==> config.mk <==
export PLATFORM = sky130hd
export DESIGN_NAME = fetch_unit
export DESIGN_NICKNAME = d
export VERILOG_FILES = /design/src/rtl/fetch_unit_pkg.sv /design/src/rtl/fetch_fifo.sv /design/src/rtl/fetch_unit.sv
export SDC_FILE = /design/constraint.sdc
export NUM_CORES = 1
export LEC_CHECK = 0
export BUFFER_PORTS_ARGS = -buffer_cell sky130_fd_sc_hd__buf_4
export CAP_MARGIN = 10
export CORE_MARGIN = 2
export CORE_UTILIZATION = 53
export CTS_CLUSTER_SIZE = 25
export DETAILED_ROUTE_END_ITERATION = 6
export GPL_ROUTABILITY_DRIVEN = 0
export HOLD_SLACK_MARGIN = 0.15
export PLACE_DENSITY_LB_ADDON = 0.3
export REMOVE_ABC_BUFFERS = 1
export SYNTH_ARGS = -nofsm -noshare
export SYNTH_HDL_FRONTEND = slang
export SYNTH_SLANG_ARGS = --single-unit
==> constraint.sdc <==
create_clock -name clk -period 3.7 [get_ports clk]
set_input_delay 0.925 -clock clk [delete_from_list [all_inputs] [get_ports clk]]
set_output_delay 0.925 -clock clk [all_outputs]
set_load 0.01 [all_outputs]
==> src/rtl/fetch_unit_pkg.sv <==
// rtl/fetch_unit_pkg.sv - shared widths, defaults and entry type for the fetch path
package fetch_unit_pkg;
   localparam int INSTR_W = 16;
   localparam int PC_W    = 16;
   localparam logic [PC_W-1:0] PC_STEP          = 16'd2;
   localparam logic [PC_W-1:0] DEFAULT_RESET_PC = 16'h0000;
   // Last legal instruction row + 1, shared with the ROM sizing in Parameter.v.
   localparam int row_i   = 15;

   typedef struct packed {
      logic [PC_W-1:0]    pc;
      logic [INSTR_W-1:0] instr;
   } fetch_entry_t;
endpackage

==> src/rtl/fetch_fifo.sv <==
// rtl/fetch_fifo.sv - synchronous fetch buffer with flush and occupancy count
module fetch_fifo #(
   parameter int WIDTH = 32,
   parameter int DEPTH = 2,
   localparam int PTR_W = (DEPTH > 1) ? $clog2(DEPTH) : 1,
   localparam int CNT_W = $clog2(DEPTH + 1)
) (
   input  logic             clk,
   input  logic             rst,
   input  logic             flush,
   input  logic             push,
   input  logic [WIDTH-1:0] push_data,
   input  logic             pop,
   output logic [WIDTH-1:0] head_data,
   output logic [CNT_W-1:0] count
);
   logic [WIDTH-1:0] mem [DEPTH];
   logic [PTR_W-1:0] head;
   logic [PTR_W-1:0] tail;

   // Explicit wrap so non-power-of-two depths work.
   function automatic logic [PTR_W-1:0] next_ptr(input logic [PTR_W-1:0] p);
      return (p == PTR_W'(DEPTH - 1)) ? '0 : p + PTR_W'(1);
   endfunction

   always_ff @(posedge clk) begin
      if (push) mem[tail] <= push_data;
   end

   always_ff @(posedge clk) begin
      if (rst || flush) begin
         head  <= '0;
         tail  <= '0;
         count <= '0;
      end else begin
         if (push) tail <= next_ptr(tail);
         if (pop)  head <= next_ptr(head);
         case ({push, pop})
            2'b10:   count <= count + CNT_W'(1);
            2'b01:   count <= count - CNT_W'(1);
            default: count <= count;
         endcase
      end
   end

   assign head_data = mem[head];
endmodule

==> src/rtl/fetch_unit.sv <==
// rtl/fetch_unit.sv - PC sequencing and buffered instruction fetch; optional FETCH_BOUND_CHECK_EN
module fetch_unit
   import fetch_unit_pkg::*;
#(
   parameter logic [PC_W-1:0] RESET_PC = DEFAULT_RESET_PC,
   parameter int              DEPTH    = 2
) (
   input  logic               clk,
   input  logic               rst,
   output logic [PC_W-1:0]    imem_pc,
   input  logic [INSTR_W-1:0] imem_instr,
   input  logic               redirect_valid,
   input  logic [PC_W-1:0]    redirect_pc,
   output logic               out_valid,
   input  logic               out_ready,
   output logic [INSTR_W-1:0] out_instr,
   output logic [PC_W-1:0]    out_pc
`ifdef FETCH_BOUND_CHECK_EN
   ,
   output logic               fault
`endif
);
   localparam int CNT_W = $clog2(DEPTH + 1);

   logic [PC_W-1:0]  pc;
   logic [PC_W-1:0]  redirect_target;
   logic [CNT_W-1:0] count;
   logic             room;
   logic             push;
   logic             pop;
   fetch_entry_t     head;
   fetch_entry_t     tail_entry;

   assign redirect_target = redirect_pc & ~PC_W'(1);
   assign room            = count < CNT_W'(DEPTH);
   assign pop             = out_valid && out_ready && !redirect_valid;
   assign tail_entry      = '{pc: pc, instr: imem_instr};

`ifdef FETCH_BOUND_CHECK_EN
   logic in_range;
   assign in_range = pc[PC_W-1:1] < (PC_W-1)'(row_i);
   assign push     = room && !fault && in_range && !redirect_valid;

   // Sticky until reset or a redirect lands back inside the ROM.
   always_ff @(posedge clk) begin
      if (rst)
         fault <= 1'b0;
      else if (redirect_valid) begin
         if (redirect_target[PC_W-1:1] < (PC_W-1)'(row_i)) fault <= 1'b0;
      end else if (room && !fault && !in_range)
         fault <= 1'b1;
   end
`else
   assign push = room && !redirect_valid;
`endif

   always_ff @(posedge clk) begin
      if (rst)
         pc <= RESET_PC;
      else if (redirect_valid)
         pc <= redirect_target;
      else if (push)
         pc <= pc + PC_STEP;
   end

   fetch_fifo #(
      .WIDTH($bits(fetch_entry_t)),
      .DEPTH(DEPTH)
   ) u_fifo (
      .clk      (clk),
      .rst      (rst),
      .flush    (redirect_valid),
      .push     (push),
      .push_data(tail_entry),
      .pop      (pop),
      .head_data(head),
      .count    (count)
   );

   assign imem_pc   = pc;
   assign out_valid = count != '0;
   assign out_instr = out_valid ? head.instr : '0;
   assign out_pc    = out_valid ? head.pc : '0;
endmodule

* Word-level counts from Yosys, hierarchy flattened
Memories as Yosys holds them, arrays and structs flattened. A register that Yosys moved wholly into a read port is not among the register bits.
Cells that the tools add are included.
** Operators by class
- Add/sub/neg operators :: 5
- Reduce and logical (&&, ||, !) cells :: 9
- Multiplexer cells :: 11
- Eq/ne operators :: 2
- $lt $le $gt $ge :: 1
** Operator list (count)
- 16-bit two-way mux :: 4
- 16-bit by 2-bit adder with 16-bit output (second input constant) :: 1
- 1-bit two-way mux :: 6
- 2-bit nonzero test :: 3
- 2-bit case mux with 2 select lines :: 1
- 1-bit logical AND :: 3
- 1-bit adder (second input constant) :: 2
- 2-bit by 1-bit adder with 2-bit output (second input constant) :: 1
- 2-bit by 1-bit == test with 1-bit output (second input constant) :: 1
- 2-bit == test (second input constant) :: 1
- 2-bit < comparator (second input constant) :: 1
- 2-bit OR reduction :: 1
- 2-bit by 1-bit subtractor with 2-bit output (second input constant) :: 1
- 1-bit logical NOT :: 1
- 1-bit logical OR :: 1
** Storage, ports and cells
- Input bits :: 36
- Memories :: 1
- Logic and storage cells :: 34
- Flip-flop bits (word level) :: 20
- Bits in writable memories :: 64
- Output and inout port bits :: 49
** Memories
- u_fifo.mem :: depth 2, width 32, read ports 1, clocked after Yosys merged registers in 1, write ports 1, RTL line fetch_fifo.sv:17 : logic [WIDTH-1:0] mem [DEPTH];

* Longest topological paths before layout
Gate-level depths: netlist of run 1.
- Word-level depth :: 5
- Mapped depth :: 10
- Gate-level depth less buffers :: 9

* Cells and area by module
A second synthesis of run 1 with hierarchy kept.
** Second synthesis, totals
- Cell total of the unflattened synthesis :: 263
- Area total of the unflattened synthesis :: 3593.4 um^2
** By module, submodules not included
- fetch_fifo :: instances 1, area an instance 2501.1 um^2, seq. area each 2021.9 um^2, cells an instance 120
- fetch_unit :: instances 1, area an instance 1092.3 um^2, seq. area each 300.3 um^2, cells an instance 143

* Worst setup path before layout of run 1
No wires, ideal clock.
- Path type :: input-to-reg
- Start :: input port redirect_valid
- End :: memory u_fifo.mem[1][0] (enable)
- Stages on the path :: 2
- Library setup time :: 0.419 ns
- Required time :: 3.281 ns
- Arrival :: 2.542 ns
- Slack :: 0.739 ns
- Cell sequence :: or2_2 > nor2_1
** Between the ends
- Word-level cells in the longest chain between the ends :: 4
** RTL lines
- start: declaration :: RTL line fetch_unit.sv:12 : input logic redirect_valid,
- 1-bit logical NOT :: RTL line fetch_unit.sv:54 : assign push = room && !redirect_valid;
- 1-bit logical AND :: RTL line fetch_unit.sv:54
- 1-bit two-way mux :: RTL line fetch_fifo.sv:27 : if (push) mem[tail] <= push_data;
- 1-bit two-way mux (not written as such) :: RTL line fetch_fifo.sv:27
- end: declaration :: RTL line fetch_fifo.sv:17
Every way passes these cells.

* Worst setup path in the final report of run 1
- Start :: register u_fifo.count[1]
- End :: output port out_pc[1]
** Between the ends
- Word-level cells in the longest chain between the ends :: 2
** RTL lines
- start: declaration :: RTL line fetch_fifo.sv:15 : output logic [CNT_W-1:0] count
- start signal: assignment :: RTL line fetch_fifo.sv:39 : 2'b10: count <= count + CNT_W'(1);
- start signal: assignment :: RTL line fetch_fifo.sv:40 : 2'b01: count <= count - CNT_W'(1);
- start signal: assignment :: RTL line fetch_fifo.sv:41 : default: count <= count;
- 2-bit nonzero test :: RTL line fetch_unit.sv:81 : assign out_valid = count != '0;
- 16-bit two-way mux :: RTL line fetch_unit.sv:83 : assign out_pc = out_valid ? head.pc : '0;
- end: declaration :: RTL line fetch_unit.sv:17 : output logic [PC_W-1:0] out_pc
Every way passes these cells.

==> run summary, run 1 <==
The flow ran to the end, and the final reports show no timing, DRC or antenna violations. Setup repair after global routing left no endpoint under its margin. The average size of a mapped cell came out at approximately 13 um^2. The overall die area is between 7000 and 8000 um^2. In the final timing run, aggregate negative setup slack is 0 ns.

The floorplan row count is 29. The path depth of the worst reg2reg path is 8. The fraction of registers with async set/reset came out at 0%. The routed wire length per instance came out at between 15 and 20 um.

The worst-path maximum fanout came out at 17. The filler cell count came out at approximately 500. On the worst path, the slowest cell contributes a delay of ~0.56 ns. The startpoint kind of the worst setup timing path is a flip-flop. The library cells used most frequently in the layout, excluding fill and tap cells, are sky130_fd_sc_hd__buf_4, sky130_fd_sc_hd__edfxtp_1, sky130_fd_sc_hd__nor2_1. The number of buffers on the longest clock path came out at 2. The final core utilization came out at about two thirds. The final-report max-slew violation count came out at 0. STA classifies the critical path endpoint as a primary output.

The number of nets in the layout came out at between 300 and 400. The chip height came out at ~84 um. For this run, the number of Yosys warnings is 0. The routed design has 6320 um of wire.

In the synthesized netlist the dominant register cell turns out to be sky130_fd_sc_hd__edfxtp_1. The leakage power figure is between 1.5 and 2 nW. The number of buffers added to fix hold violations after cts came out at 0. The slowest stage of the critical path belongs to the cell sky130_fd_sc_hd__nor2_2. The remaining routing DRC violations came out at 0. The iteration count of the initial detailed-routing pass is 4. 0 antenna diodes ended up in the layout. The setup slack of the worst register-to-register path came out at about 1.7 ns.

The clock reaches the later pin of the worst-skew pair after ~0.35 ns. The post-placement cell area came out at slightly above 4000 um^2. The slew at the pin closest to its max-slew limit is 0.986 ns. The number of flip-flops and latches in the synthesized netlist came out at 82. The via count is ~2.2k. For the worst setup path, the data required time is roughly 2.8 ns.

The maximum clock frequency came out at between 300 and 400 MHz. The first-pass GRT wire length came out at 10200 um. In the global route stage, overall resource usage came out at between 10% and 20%.

The largest net degree at the start of global routing is 32. Setup violations remaining at the end of the flow were counted as 0. The sink count of the clock tree is around 80. The worst hold path was traced through 0 stages. The post-synthesis instance area is ~3400 um^2. The startpoint-to-endpoint class of the critical path is reg2out. The final period demand of the worst path is between 2 and 3 ns.

The clock-pin slew on the worst setup and hold paths is about 0.08 ns. The post-route antenna net violation count is 0. The worst hold margin is a little over 0.5 ns. The number of setup buffers added after CTS is 0.

The chip width came out at 84.3 um. The most common cell after layout, fill and taps aside is sky130_fd_sc_hd__buf_4. The number of distinct library cell variants in the gate-level netlist after synthesis is 31. The initial antenna violation count came to 0.

The normalized max-slew margin came out at between 30% and 40%. The number of gates given a new drive strength after cts is 0. The starting DRC count in detailed routing came out at around 110. From synthesis to final layout, the design area changed by 24.4%. The initial utilization of the core area, before any placement, comes to 54.4%. The number of ports placed on the die boundary came out at 85. The data arrival at the endpoint of the critical path came out at between 1.5 and 2 ns. The max-cap violation count came out at 0. Traced cell by cell, the critical path runs through nor2_2 -> buf_4 -> nor2_1 -> buf_4. The global route total overflow is 0.

The via count of the first global-routing pass came out at 2150. The worst setup skew after layout came out at a little over 0.007 ns. The power per cell area came out at 444 nW/um^2. The cell count after synthesis is approximately 260.

TritonCTS built the clock tree. The number of buffers added by the clock tree synthesis step came out at 9. The sum of internal, switching and leakage power came out at around 1.9 mW. The standard cell core area came out at approximately 6300 um^2. The share of the clock period used by the worst path came out at 76.9%.

The clock tree root driver cell is sky130_fd_sc_hd__clkbuf_8. The synthesized design contains 62 enable-type register cells. The cell with the most instances on the worst path is sky130_fd_sc_hd__buf_4. The sequential cell area fraction in the yosys report is roughly two thirds.

The CTS H-tree depth is 3. The type of the worst min-delay path is reg2reg. The maximum resistive drop on vdd came out at ~0.22 mV.

The fraction of final layout cells with drive strength greater than 1 came out at 32.3%. The final-report hold violation count is 0. The post-detailed-placement half-perimeter wirelength is 4080 um.

The design area is 4250 um^2. The number of port buffers came out at 81. The per-cell via count in the routed design is ~5.2.
## worst max-delay path, delay by kind of cell, from the launching register on
kind	cells	cell delay [ns]
AND/OR/NAND/NOR	2	0.65
buffers and inverters	2	0.50
flip-flops	1	0.42
## path summary, 6_finish.rpt
check | start | endpoint
setup / recovery | u_fifo.count[1]$_SDFFE_PP0P_ | out_pc[1]
hold / removal | imem_pc[15]$_SDFFE_PP0P_ | u_fifo.mem[1][31]$_DFFE_PP_
setup reg to reg | u_fifo.count[1]$_SDFFE_PP0P_ | u_fifo.count[1]$_SDFFE_PP0P_
hold reg to reg | imem_pc[15]$_SDFFE_PP0P_ | u_fifo.mem[1][31]$_DFFE_PP_
## layout make-up
cell class | instances | area, um^2 | share of cell area (%)
Sequential cell | 82 | 2260 | 53.3
Multi-Input combinational cell | 156 | 1070 | 25.2
Timing Repair Buffer | 82 | 616 | 14.5
Clock buffer | 10 | 128 | 3.00
Tap cell | 77 | 96.3 | 2.27
Clock inverter | 6 | 57.6 | 1.35
Inverter | 5 | 18.8 | 0.442
## metrics by stage
stage               worst slack [ns]  std cells
global route                   0.681        418
finish                         0.856        418
CTS                            0.800        418
global placement                1.14        402
floorplan                      0.739        243
detailed placement              1.13        402
## state kept, by name, summed over array words and instances, names as in the netlist, named ones only
name          count
u_fifo.tail       1
u_fifo.head       1
u_fifo.mem       62
imem_pc          15
u_fifo.count      2
## cell families (layout without fill, tap and decap cells)
| family | count (synthesis) | after routing | synth area share [%] |
|---|---|---|---|
| AOI/OAI and AO/OA | 19 | 19 | 3.95 |
| buffers and inverters | 21 | 103 | 3.08 |
| adders and majority gates | 2 | 2 | 0.732 |
| DFF | 82 | 82 | 66.2 |
| other | 1 | 2 | 0.110 |
| and+or+nand+nor | 85 | 85 | 12.5 |
| xor gates and xnor gates | 16 | 16 | 4.10 |
| muxes | 32 | 32 | 9.37 |
## metal layers
metal | GRT usage [%] | up-vias | wire length [um]
met3 | 5.80 | 9 | 456
met5 | 0 | - | 0
met2 | 29.4 | 79 | 3010
met1 | 23.9 | 1017 | 2770
met4 | 7.48 | 0 | 80
li1 | - | 1079 | -
## report_power, final
group / switching, mW / internal [mW]
sequential: 0.0390 / 1.04
combinational: 0.0949 / 0.0939
clock: 0.309 / 0.307
## cell usage after synthesis, types with 3 or more instances
master                     number  area, um^2
sky130_fd_sc_hd__mux2i_1       32         320
sky130_fd_sc_hd__dfxtp_1       20         400
sky130_fd_sc_hd__buf_2          3        15.0
sky130_fd_sc_hd__inv_1          5        18.8
sky130_fd_sc_hd__a21oi_1        5        25.0
sky130_fd_sc_hd__xnor2_1       13         114
sky130_fd_sc_hd__xor2_1         3        26.3
sky130_fd_sc_hd__edfxtp_1      62        1860
sky130_fd_sc_hd__nand4_1        3        18.8
sky130_fd_sc_hd__nor4_2         4        50.1
sky130_fd_sc_hd__a211oi_1       6        45.0
sky130_fd_sc_hd__nor3_1        10        50.1
sky130_fd_sc_hd__nor2_1        48         180
sky130_fd_sc_hd__clkbuf_1       8        30.0
sky130_fd_sc_hd__o21ai_0        3        15.0
sky130_fd_sc_hd__nand2_1       11        41.3
(Power assumes the default switching activity.)
==> inputs of run 2 (changes only) <==
==> constraint.sdc (replaced) <==
create_clock -name clk -period 2.75 [get_ports clk]
set_input_delay 0.6875 -clock clk [delete_from_list [all_inputs] [get_ports clk]]
set_output_delay 0.6875 -clock clk [all_outputs]
set_load 0.01 [all_outputs]
==> run 2 against run 1 <==
Against the previous run: sequential share of layout area decreased by 0.76 points; power rose by 34%; die area is the same; non-clock buffer count grew 5; cell area grew 1.4%; combinational power is 42% higher; first-iteration DRC count increased by 13%; critical path depth did not move; via count is 1.9% higher; critical path type unchanged; critical endpoint is now out_instr[2]; highest routed layer unchanged.
==> run summary, run 2 (synthesis results as in run 1) <==
The flow ran to the end, and the final reports show no timing, DRC or antenna violations. The number of port buffers is 81 (unchanged). The setup path with the least slack is of type reg2out. The initial antenna violation count came out at 0 (unchanged). The final-report hold violation count came out at 0 (unchanged). The effective utilization at floorplan is 54.4% (unchanged). The leakage power figure is 1.61 nW (+2.0%).

The starting DRC count in detailed routing came out at 121 (+13%). STA classifies the critical path startpoint as a flip-flop. The area of the multi-input gates came out at 1070 um^2 (unchanged). The share of the clock period used by the worst path came out at 87.7%. The chip height is 84.3 um (unchanged). The iteration count of the initial detailed-routing pass came out at 4 (unchanged). The data arrival at the endpoint of the critical path is 1.72 ns (-0.20 ns). The sink count of the clock tree is 82 (unchanged).

The final period demand of the worst path came out at roughly 2.4 ns. The number of nets in the layout came to 379 (+1.3%). The total routing usage reported by global routing is 18.5% (-0.096 points). The path class of the tightest hold or removal check is reg2reg. CTS placed an instance of sky130_fd_sc_hd__clkbuf_8 at the clock tree root. The standard cell core area is 6280 um^2 (unchanged).

STA classifies the critical path endpoint as a primary output. The number of antenna repair diodes came to 0 (unchanged). The maximum resistive drop on vdd is 0.390 mV (+79%).

The largest stage delay on the critical path is 0.66 ns (+0.10 ns). Setup repair after global routing left no endpoint under its margin. The number of buffers added by the clock tree synthesis step is 9 (unchanged). The chip width is 84.3 um (unchanged). The first-pass GRT wire length came out at 10400 um (+2.3%). The largest net degree at the start of global routing came out at 25 (-22%). TritonCTS built the clock tree. The number of buffers on the longest clock path is 2 (unchanged). The global route total overflow is 0 (unchanged). The overall die area is 7110 um^2 (unchanged). The number of ports placed on the die boundary came out at 85 (unchanged).

The cell with the most instances on the worst path is sky130_fd_sc_hd__buf_4. The post-detailed-placement half-perimeter wirelength is 4260 um (+4.3%). Traced cell by cell, the critical path runs through buf_4 -> mux2i_1 -> nor2_1 -> buf_4. The smallest setup slack after layout is 0.338 ns (-0.518 ns).

The maximum clock frequency is 415 MHz. The worst-path maximum fanout came to 17 (unchanged). The fraction of final layout cells with drive strength greater than 1 is 32.9% (+0.69 points). The final-report max-slew violation count is 0 (unchanged). The via count is 2225 (+1.9%). The slew at the pin closest to its max-slew limit came out at 0.702 ns (-0.284 ns). The final setup violation count came out at 0 (unchanged). Leaving out fill and tap cells, the most frequent cells in the layout are sky130_fd_sc_hd__buf_4, sky130_fd_sc_hd__edfxtp_1, sky130_fd_sc_hd__nor2_1. The clock insertion delay at the later pin of the skew report came out at 0.33 ns (-0.02 ns).

The flip-flop count of the largest register after layout is 62 (unchanged). The post-placement worst setup slack came to 0.649 ns (-0.483 ns). The remaining routing DRC violations came to 0 (unchanged).

The total negative setup slack came out at 0 ns (unchanged). The post-route antenna net violation count came out at 0 (unchanged). The library cell used most frequently in the layout, excluding fill and tap cells, is sky130_fd_sc_hd__buf_4. The normalized max-slew margin was 53.2% (+19 points). The filler cell count came to 473 (-4.4%). The number of buffers added to fix hold violations after cts was 0 (unchanged).

The detailed-route wire length is 6250 um (-1.1%). The clock-pin slew on the worst setup and hold paths came out at 0.08 ns (about the same). The max-cap violation count is 0 (unchanged). The per-cell via count in the routed design came out at 5.26 (+0.67%). The power per cell area was 586 nW/um^2 (+32%). More flip-flops sit in one register than any other, and that register is u_fifo.mem.

The worst setup skew after layout is 0.00817 ns (+0.00104 ns). The area growth from synthesis to final layout is 26.2%. The via count of the first global-routing pass came out at 2160 (+0.47%). The CTS H-tree depth came out at 3 (unchanged). The routed wire length per instance came out at 14.8 um (-2.3%). The number of setup buffers added after CTS came out at 0 (unchanged). The endpoint required time on the critical path is 2.06 ns (-0.71 ns). The floorplan row count is 29 (unchanged).

The number of gates given a new drive strength after cts is 0 (unchanged). The storage element area came to 2260 um^2 (unchanged). On the critical path, the stage with the largest delay is an instance of sky130_fd_sc_hd__dfxtp_2.
run 2: cell count changes in the layout (fill, tap and decap cells not counted):
| cell | before | now |
|---|---|---|
| sky130_fd_sc_hd__buf_12 | 0 | 2 |
| sky130_fd_sc_hd__clkbuf_1 | 1 | 0 |
| sky130_fd_sc_hd__clkinv_2 | 4 | 3 |
| sky130_fd_sc_hd__clkinv_1 | 0 | 2 |
| sky130_fd_sc_hd__buf_4 | 82 | 85 |
run 2: power breakdown:
part           internal (mW)  switching [mW]  leakage [nW]
logic                  0.135           0.133         0.758
clock network          0.409           0.394        0.0939
registers               1.40          0.0499         0.755
total                   1.95           0.577          1.61
run 2: final cells by class:
type / count / share of cell area [%]
Inverter: 5 / 0.435
Multi-Input combinational cell: 156 / 24.8
Clock inverter: 7 / 1.39
Timing Repair Buffer: 87 / 15.7
Clock buffer: 9 / 2.87
Sequential cell: 82 / 52.5
Tap cell: 77 / 2.23
run 2: metrics by stage:
| step | cells | power, mW | instance area [um^2] | util, % | hold slack (ns) |
|---|---|---|---|---|---|
| after detailed placement | 407 | 1.75 | 4130 | 65.8 | 0.503 |
| after CTS | 423 | 2.54 | 4310 | 68.7 | 0.527 |
| after global routing | 423 | 2.63 | 4310 | 68.7 | 0.525 |
| after global placement | 407 | 1.74 | 4130 | 65.8 | 0.488 |
| after floorplan | 243 | 1.60 | 3330 | - | 0.520 |
| final | 423 | 2.53 | 4310 | 68.7 | 0.525 |
run 2: layer usage:
layer / global-route usage [%] / vias to the layer above / share of wire (%) / routed length [um]
li1: - / 1090 / - / -
met1: 26.0 / 1056 / 46 / 2850
met2: 29.4 / 71 / 48 / 2980
met3: 3.44 / 8 / 5.8 / 361
met4: 5.72 / 0 / 0.96 / 60
met5: 0 / - / 0 / 0
run 2: worst max-delay path, delay by kind of cell, from the launching register on:
| kind | cells | cell delay [ns] |
|---|---|---|
| flip-flops | 1 | 0.66 |
| buffers and inverters | 2 | 0.44 |
| multiplexers | 1 | 0.24 |
| AND/OR/NAND/NOR | 1 | 0.06 |
run 2: worst paths after layout:
kind                                start                            to  slack [ns]  cells past startpoint
min              imem_pc[15]$_SDFFE_PP0P_   u_fifo.mem[1][31]$_DFFE_PP_        0.53                      0
min reg2reg      imem_pc[15]$_SDFFE_PP0P_   u_fifo.mem[1][31]$_DFFE_PP_        0.53                      0
max                             flip-flop                  out_instr[2]        0.34                      4
max reg2reg  u_fifo.count[1]$_SDFFE_PP0P_  u_fifo.count[1]$_SDFFE_PP0P_        1.00                      9
